[src/rtl/cpu_conf_loader.sv]
// Boots a soft CPU over its 134-bit config packet path: halt (sel=1), program
// writes streamed from program memory in WORDS_PER_PKT segments, release (sel=0).
module cpu_conf_loader #(
    parameter int ADDR_W        = 16,
    parameter int WORDS_PER_PKT = 64,
    parameter int GAP_CYCLES    = 128
) (
    input  logic              clk,
    input  logic              rst_n,
    input  logic              start,
    input  logic [ADDR_W:0]   prog_len,
    output logic              busy,
    output logic              done,
    output logic              mem_rden,
    output logic [ADDR_W-1:0] mem_addr,
    input  logic [31:0]       mem_rdata,
    output logic              data_out_valid,
    output logic [133:0]      data_out
);
    localparam int GW = $clog2(GAP_CYCLES + 1);
    localparam int PW = $clog2(WORDS_PER_PKT + 1);
    localparam logic [127:0] HEAD_SEL = 128'h1111_2222_3333_4444_5555_6666_9001_0000;
    localparam logic [127:0] HEAD_PRG = 128'h1111_2222_3333_4444_5555_6666_9003_0000;
    localparam logic [1:0] TAG_HEAD = 2'b01;
    localparam logic [1:0] TAG_MID  = 2'b00;
    localparam logic [1:0] TAG_TAIL = 2'b10;

    // State names describe what the registered outputs show in that cycle.
    typedef enum logic [3:0] {
        S_IDLE, S_GAP, S_SEL_HEAD, S_SEL_DATA, S_SEL_PAD2, S_SEL_PAD1,
        S_PRG_HEAD, S_PRG_BODY, S_FIN
    } state_e;
    typedef enum logic [1:0] {PH_SEL1, PH_PRG, PH_SEL0} phase_e;

    state_e              state_q, state_d;
    phase_e              phase_q, phase_d;
    logic [GW-1:0]       gcnt_q, gcnt_d;
    logic [ADDR_W:0]     remain_q, remain_d;
    logic [ADDR_W:0]     rdptr_q, rdptr_d;
    logic [PW-1:0]       pktrem_q, pktrem_d;
    logic                busy_q, busy_d, done_q, done_d;
    logic                rden_q, rden_d, valid_q, valid_d;
    logic [ADDR_W-1:0]   addr_q, addr_d;
    logic [133:0]        data_q, data_d;
    logic [15:0]         addr16;
    logic [ADDR_W:0]     len_clamped;
    logic                emit_body;

    always_comb begin
        state_d     = state_q;
        phase_d     = phase_q;
        gcnt_d      = gcnt_q;
        remain_d    = remain_q;
        rdptr_d     = rdptr_q;
        pktrem_d    = pktrem_q;
        busy_d      = busy_q;
        done_d      = 1'b0;
        rden_d      = 1'b0;
        addr_d      = addr_q;
        valid_d     = 1'b0;
        data_d      = data_q;
        addr16      = '0;
        addr16[ADDR_W-1:0] = addr_q;
        len_clamped = prog_len[ADDR_W] ? {1'b1, {ADDR_W{1'b0}}} : prog_len;
        emit_body   = (state_q == S_PRG_HEAD) || (state_q == S_PRG_BODY && pktrem_q != '0);

        case (state_q)
            S_IDLE: if (start) begin
                state_d  = S_GAP;
                phase_d  = PH_SEL1;
                gcnt_d   = '0;
                busy_d   = 1'b1;
                remain_d = len_clamped;
                rdptr_d  = '0;
            end
            S_GAP: begin
                if (gcnt_q == GW'(GAP_CYCLES - 1)) begin
                    gcnt_d  = '0;
                    valid_d = 1'b1;
                    if (phase_q == PH_PRG) begin
                        state_d  = S_PRG_HEAD;
                        data_d   = {TAG_HEAD, 4'hf, HEAD_PRG};
                        rden_d   = 1'b1;
                        addr_d   = rdptr_q[ADDR_W-1:0];
                        rdptr_d  = rdptr_q + 1'b1;
                        pktrem_d = (32'(remain_q) > 32'(WORDS_PER_PKT)) ?
                                   PW'(WORDS_PER_PKT) : PW'(remain_q);
                    end else begin
                        state_d = S_SEL_HEAD;
                        data_d  = {TAG_HEAD, 4'hf, HEAD_SEL};
                    end
                end else begin
                    gcnt_d = gcnt_q + 1'b1;
                end
            end
            S_SEL_HEAD: begin
                state_d = S_SEL_DATA;
                valid_d = 1'b1;
                data_d  = {TAG_MID, 4'hf, 111'b0, phase_q == PH_SEL1, 16'b0};
            end
            S_SEL_DATA: begin
                state_d = S_SEL_PAD2;
                valid_d = 1'b1;
                data_d  = {TAG_MID, 4'hf, 128'b0};
            end
            S_SEL_PAD2: begin
                state_d = S_SEL_PAD1;
                valid_d = 1'b1;
                data_d  = {TAG_TAIL, 4'hf, 128'b0};
            end
            S_SEL_PAD1: begin
                if (phase_q == PH_SEL0) begin
                    state_d = S_FIN;
                    done_d  = 1'b1;
                    busy_d  = 1'b0;
                end else begin
                    state_d = S_GAP;
                    phase_d = (remain_q != '0) ? PH_PRG : PH_SEL0;
                end
            end
            S_PRG_HEAD: state_d = S_PRG_BODY;
            S_PRG_BODY: if (pktrem_q == '0) begin
                state_d = S_GAP;
                phase_d = (remain_q != '0) ? PH_PRG : PH_SEL0;
            end
            S_FIN:   state_d = S_IDLE;
            default: state_d = S_IDLE;
        endcase

        // Body word = data read in the previous cycle; prefetch next unless last.
        if (emit_body) begin
            valid_d  = 1'b1;
            data_d   = {(pktrem_q == PW'(1)) ? TAG_TAIL : TAG_MID, 4'hf,
                        48'b0, mem_rdata, 16'b0, addr16, 16'b0};
            pktrem_d = pktrem_q - 1'b1;
            remain_d = remain_q - 1'b1;
            if (pktrem_q != PW'(1)) begin
                rden_d  = 1'b1;
                addr_d  = rdptr_q[ADDR_W-1:0];
                rdptr_d = rdptr_q + 1'b1;
            end
        end
    end

    always_ff @(posedge clk) begin
        if (!rst_n) begin
            state_q  <= S_IDLE;
            phase_q  <= PH_SEL1;
            gcnt_q   <= '0;
            remain_q <= '0;
            rdptr_q  <= '0;
            pktrem_q <= '0;
            busy_q   <= 1'b0;
            done_q   <= 1'b0;
            rden_q   <= 1'b0;
            addr_q   <= '0;
            valid_q  <= 1'b0;
            data_q   <= '0;
        end else begin
            state_q  <= state_d;
            phase_q  <= phase_d;
            gcnt_q   <= gcnt_d;
            remain_q <= remain_d;
            rdptr_q  <= rdptr_d;
            pktrem_q <= pktrem_d;
            busy_q   <= busy_d;
            done_q   <= done_d;
            rden_q   <= rden_d;
            addr_q   <= addr_d;
            valid_q  <= valid_d;
            data_q   <= data_d;
        end
    end

    assign busy           = busy_q;
    assign done           = done_q;
    assign mem_rden       = rden_q;
    assign mem_addr       = addr_q;
    assign data_out_valid = valid_q;
    assign data_out       = data_q;
endmodule
[config.mk]
export PLATFORM = sky130hd
export DESIGN_NAME = cpu_conf_loader
export DESIGN_NICKNAME = d
export VERILOG_FILES = /design/src/rtl/cpu_conf_loader.sv
export SDC_FILE = /design/constraint.sdc
export NUM_CORES = 1
export LEC_CHECK = 0
export ABC_AREA = 1
export CAP_MARGIN = 20
export CORE_ASPECT_RATIO = 0.7
export CORE_UTILIZATION = 47
export CTS_CLUSTER_SIZE = 14
export DETAILED_ROUTE_END_ITERATION = 8
export GPL_TIMING_DRIVEN = 0
export PLACE_DENSITY = 0.78
export SLEW_MARGIN = 10
export SYNTH_ARGS = -nofsm -noshare
export SYNTH_HDL_FRONTEND = slang
export SYNTH_SLANG_ARGS = --single-unit
[constraint.sdc]
create_clock -name clk -period 1.84 [get_ports clk]
set_input_delay 0.368 -clock clk [delete_from_list [all_inputs] [get_ports clk]]
set_output_delay 0.368 -clock clk [all_outputs]
set_load 0.02 [all_outputs]
==> Word level (Yosys, flattened, before mapping) <==
Index checks and enable logic that the tools add are counted.
{ "totals": {"elab_cells": 116, "ff_bits": 209} }
{ "op_classes": {"reduce_logical": 28, "n_mux": 51, "add_sub_neg": 4, "bitwise_logic": 1, "magnitude_cmp": 1, "eq_ne": 18} }
{ "op_table": {"columns": ["cell", "n"], "rows": [
  ["one-hot mux 134 bit (4 select lines)", 1],
  ["2-to-1 mux 134 bit", 2],
  ["2-to-1 mux 17 bit", 9],
  ["2-to-1 mux 16 bit", 5],
  ["2-to-1 mux 7 bit", 5],
  ["one-hot mux 17 bit (2 select lines)", 1],
  ["one-hot mux 4 bit (8 select lines)", 1],
  ["2-to-1 mux 18 bit", 1],
  ["adder 17 x 1 -> 17 bit (second input constant)", 1],
  ["greater-than comparator 17 x 7 -> 1 bit (second input constant)", 1],
  ["nonzero test 17 bit", 1],
  ["subtractor 17 x 1 -> 17 bit (second input constant)", 1],
  ["equality test 4 x 3 -> 1 bit (second input constant)", 4],
  ["2-to-1 mux 4 bit", 4],
  ["2-to-1 mux 8 bit", 2],
  ["one-hot mux 8 bit (2 select lines)", 1],
  ["nonzero test 2 bit", 7],
  ["2-to-1 mux 1 bit", 10],
  ["2-to-1 mux 2 bit", 5],
  ["AND reduction 2 bit", 5],
  ["AND reduction 3 bit", 3],
  ["adder 8 x 1 -> 8 bit (second input constant)", 1],
  ["equality test 4 x 2 -> 1 bit (second input constant)", 2],
  ["equality test 8 x 7 -> 1 bit (second input constant)", 1],
  ["25 further kinds", 29]
]} }

==> Longest topological paths before layout <==
Gate-level depths: netlist of the first run.
{ "depth": {"word_depth": 6, "ltp_mapped": 13, "ltp_nobuf": 13} }

==> Worst setup path after synthesis of the first run <==
Ideal clock, no wire load.
{ "synth_path": {"kind": "register -> register", "from": "register pktrem_q[0]", "to": "register data_q[68] (netlist: data_out[68])", "setup_slack_ps": 205, "arrival_time_ps": 1565, "path_buffers": 1, "stages_incl_launch_ff": 14, "setup_ps": 70, "period_less_slack_ps": 1635, "cell_sequence": "dfxtp_1 > inv_1 > ha_1 > nand2_2 > nor2_4 > nand2_2 > nand2_4 > nand2_8 > nor2_8 > nand2_2 > inv_4 > buf_6 > nand2_1 > a21oi_1"} }
{ "synth_via": {"elab_chain_len": 5, "word_cells_on_any_way": 7, "classes_between": "eq/ne: 1; mux: 1; reduce/logical: 5"} }
{ "synth_lines": {"columns": ["item", "line", "rtl"], "rows": [
  ["from (decl)", "40", "logic [PW-1:0] pktrem_q, pktrem_d;"],
  ["from (signal assigned)", "165", "pktrem_q <= pktrem_d;"],
  ["nonzero test 7 bit (*)", "65", "emit_body = (state_q == S_PRG_HEAD) || (state_q == S_PRG_BODY && pktrem_q != '0);"],
  ["logical AND 1 bit (*)", "65", null],
  ["logical OR 1 bit (*)", "65", null],
  ["!= test 3 bit (no line) / nonzero test 5 bit (equally long branches)", null, null],
  ["AND reduction 2 bit (no line)", null, null],
  ["to (signal assigned)", "171", "data_q <= data_d;"],
  ["to (decl)", "44", "logic [133:0] data_q, data_d;"]
]} }
Every way passes the cells marked *; elsewhere a longest branch is shown, timed or not.
A chain may end at the register's enable or synchronous reset.

==> Final worst setup path of the first run <==
{ "layout_path": {"from": "register pktrem_q[0]", "to": "register data_q[133] (netlist: data_out[133])"} }
{ "layout_via": {"elab_chain_len": 5, "word_cells_on_any_way": 9, "classes_between": "eq/ne: 2; mux: 2; reduce/logical: 5"} }
{ "layout_lines": {"columns": ["item", "line"], "rows": [
  ["nonzero test 7 bit", "65"],
  ["logical AND 1 bit", "65"],
  ["logical OR 1 bit", "65"],
  ["!= test 3 bit (no line) / nonzero test 5 bit (equally long branches)", null],
  ["AND reduction 2 bit (no line)", null]
]} }
Several ways; a longest one is shown, not always the timed one.

==> flow_metrics.env, run 1 <==
export IMPL_status="finished, violations left"
export IMPL_violations="setup timing"
export IMPL_hpwl_mm=14.1
export IMPL_syn_area_um2=6620
export IMPL_cts_root_buffer="clkbuf_16"
export IMPL_grt_usage_pct=27.6
export IMPL_gp_congestion=0.928
export IMPL_antenna_found_initial=0
export IMPL_worst_pin_slew_ns=0.648
export IMPL_drc=0
export IMPL_power_share_sequential_pct=26.5
export IMPL_r2r_end="data_out[133]"
export IMPL_powerDensity_nw_per_um2=1260
export IMPL_clock_latency_ns=0.42
export IMPL_irDropWorstVdd_mv=0.731
export IMPL_grt_pass1_wl_mm=31.1
export IMPL_start_util_pct=49.2
export IMPL_synth_warnings=0
export IMPL_ys_dominant_reg_cell="dfxtp_1"
export IMPL_reg2reg_depth=12
export IMPL_min_delay_start="data_out[18]"
export IMPL_core_area_um2=13400
export IMPL_fin_nets=1257
export IMPL_postSynthCellCount=938
export IMPL_num_antenna_cells=0
export IMPL_layout_drive_gt1_share_pct=23.1
export IMPL_final_period_utilization_pct=102
export IMPL_grt_max_degree=17
export IMPL_synth_top_area_cell="dfxtp_1"
export IMPL_path_class="flop to flop"
export IMPL_cts_htree_levels=4
export IMPL_synth_area_per_cell_um2=7.06
export IMPL_cts_hold_buf=0
export IMPL_rsz0062_at_grt="true"
export IMPL_gr_total_overflow=0
export IMPL_io_pins=206
export IMPL_r2r_start="pktrem_q[0]"
export IMPL_p_comb_share_pct=44.9
export IMPL_worst_ep_required_time_ns=2.12
export IMPL_drt_wl_total_mm=21.2
export IMPL_fill_cells=979
export IMPL_vias=7088
export IMPL_fin_skew_ns=0.00764
export IMPL_grt_pass1_vias=6137
export IMPL_ff2ff_setup_slack_ns=-0.04
export IMPL_start_kind="flop"
export IMPL_multi_input_area_um2=3480
export IMPL_async_flop_share_pct=0
export IMPL_avgViaCountPerCell=5.07
export IMPL_p_sw_share_pct=39.9
export IMPL_hold_viol=0
export IMPL_fp_row_count=35
export IMPL_clkSlewWorstSetupHoldPaths_ns=0.06
export IMPL_p_clk_share_pct=28.7
export IMPL_maxSlewViolCount=0
export IMPL_max_cap_violations=0
export IMPL_syn_to_final_growth_pct=48.4
export IMPL_crit_fanout=5
export IMPL_cts_buffers=17
export IMPL_die_width_um=144
export IMPL_setup_violations_final=6
export IMPL_final_setup_worst_slack_ns=-0.0400
export IMPL_period_minus_slack_ns=1.88
export IMPL_worstHoldPathCells=2
export IMPL_p_sw_mw=4.94
export IMPL_avgRoutedWirePerCell_um=15.1
export IMPL_leakagePower_nw=4.49
export IMPL_cts_sinks=126
export IMPL_synth_edf_count=0
export IMPL_yosysUniqueCellTypes=38
export IMPL_seq_area_frac_synth_pct=38.1
export IMPL_seqCellArea_um2=2530
export IMPL_synth_top_area_share_pct=38.1
export IMPL_fmax_ghz=0.532
export IMPL_end_kind="flop"
export IMPL_postLayoutCellArea_um2=9820
export IMPL_whs_endpoint="data_out[18]"
export IMPL_ant_nets=0
export IMPL_die_y_um=101
export IMPL_cp_arrival_ns=2.16
export IMPL_dieArea_um2=14600
export IMPL_slew_limit_headroom_pct=56.8
export IMPL_cts_buffer_depth=2
export IMPL_yosysMostFrequentCell="nand2_1"
export IMPL_p_int_mw=7.45
export IMPL_dpl_cell_area_um2=8550
export IMPL_synthTopCellsByCount="246 x nand2_1, 126 x dfxtp_1, 109 x a21oi_1, 91 x nor2_1, 82 x buf_4"
export IMPL_cts_tree="yes"
export IMPL_port_buffers=149
export IMPL_first_iter_violations=758
export IMPL_first_pass_iters=5
export IMPL_synth_area_leaders="dfxtp_1 38%, nand2_1 14%, buf_4 9.3%, a21oi_1 8.2%, nor2_1 5.2%"
export IMPL_hp_class="flop to flop"
export IMPL_final_core_utilization_pct=73.1
export IMPL_ys_seq_elements=126
-- power by group through the flow --
stage / Clock (mW) / Combinational (mW) / Sequential [mW]
final: 3.55 / 5.56 / 3.28
after CTS: 3.56 / 4.65 / 3.26
after floorplan: 0 / 2.90 / 3.40
after global placement: 0 / 4.14 / 3.30
after global routing: 3.71 / 5.96 / 3.31
after detailed placement: 0 / 4.20 / 3.31
-- cells by family (layout without fill, tap and decap cells) --
kind of cell | count (synthesis) | count (layout) | synth area share, %
DFF | 126 | 126 | 38.1
AOI/OAI and AO/OA | 176 | 176 | 13.9
adders and majority gates | 5 | 5 | 0.945
and+or+nand+nor | 425 | 425 | 28.3
other | 1 | 56 | 0.0567
xor gates and xnor gates | 15 | 15 | 1.98
buffers and inverters | 190 | 410 | 16.7
-- per-stage QoR --
step	power (mW)	hold slack [ns]	setup slack, ns	setup TNS, ns	std cells
after detailed placement	7.51	0.452	-0.553	-33.29	1327
after global routing	13.0	0.478	-0.104	-2.68	1398
final	12.4	0.460	-0.0400	-0.101	1398
after CTS	11.5	0.460	0.00136	0	1378
after floorplan	6.30	0.445	0.205	0	993
after global placement	7.44	0.446	-0.521	-31.21	1327
-- final cells by class --
cell class | count | share of cell area, %
Timing Repair Buffer | 188 | 18.3
Timing Repair inverter | 1 | 0.0891
Sequential cell | 126 | 25.8
Buffer | 114 | 8.76
Multi-Input combinational cell | 677 | 35.4
Clock inverter | 14 | 1.83
Clock buffer | 18 | 4.47
Tap cell | 185 | 2.36
Inverter | 75 | 3.04
-- flip-flops by register name, summed over array words and instances (netlist names) --
name and cells:
busy 1, data_out 52, data_out_valid 1, done 1, gcnt_q 8, mem_addr 16
mem_rden 1, phase_q 2, pktrem_q 7, rdptr_q 16, remain_q 17, state_q 4
-- worst max path at each step --
stage	start	end	slack (ns)	cells past startpoint
floorplan	pktrem_q[0]	data_out[68]	0.20	13
global placement	rst_n	done	-0.52	5
detailed placement	rst_n	state_q[2]	-0.55	5
CTS	mem_addr[12]	mem_addr[12]	0.001	1
global route	gcnt_q[0]	data_out[78]	-0.10	10
finish	pktrem_q[0]	data_out[133]	-0.04	12
-- per-layer routing --
metal	track usage (%)	up-vias	part of all wire, %
li1	-	3423	-
met1	37.8	3239	43
met2	42.1	372	45
met3	5.44	54	9.4
met4	11.9	0	2.6
met5	0	-	0
-- repair_timing --
action,4_1_cts,5_1_grt
gates resized for setup,65,105
setup endpoints to repair,139,123
buffers inserted,19,15
cloned,1,5
pin swaps,7,23
-- layout by cell type, fill, tap and decap left out, types with 6 or more instances in the layout --
| cell type | netlist | final |
|---|---|---|
| dlymetal6s2s_1 | 0 | 10 |
| a21oi_2 | 0 | 24 |
| nand4_1 | 11 | 11 |
| clkdlybuf4s50_1 | 0 | 112 |
| clkbuf_16 | 0 | 19 |
| inv_1 | 64 | 60 |
| nor2_1 | 91 | 87 |
| inv_6 | 0 | 7 |
| buf_6 | 9 | 10 |
| o21ai_1 | 9 | 11 |
| conb_1 | 1 | 56 |
| buf_4 | 82 | 119 |
| clkbuf_1 | 12 | 11 |
| dfxtp_1 | 126 | 120 |
| dlygate4sd2_1 | 0 | 16 |
| nor2_2 | 5 | 7 |
| clkbuf_2 | 0 | 10 |
| nand3_1 | 42 | 40 |
| a21oi_1 | 109 | 85 |
| inv_2 | 10 | 13 |
| nand2_2 | 4 | 6 |
| nand2_4 | 3 | 16 |
| nand2_1 | 246 | 230 |
| xor2_1 | 11 | 11 |
| o21ai_0 | 43 | 40 |
| nor3_1 | 8 | 8 |
-- worst max-delay path: stages (launching register included) --
cell,delay (ns)
dfxtp_2,0.32
inv_2,0.08
ha_4,0.15
nand2_4,0.06
nor2_4,0.12
nand2_4,0.08
buf_4,0.15
a21boi_4,0.18
buf_4,0.15
buf_6,0.12
nor2_1,0.04
nor2_1,0.17
a21oi_1,0.11
Power figures use the tool's default switching activity.
==> run 2, diff against run 1 <==
Settings changed: CAP_MARGIN 20 to unset, TNS_END_PERCENT set to 100.
==> results of run 2 <==
Final layout, timing and power as in run 1 (identical DEF).
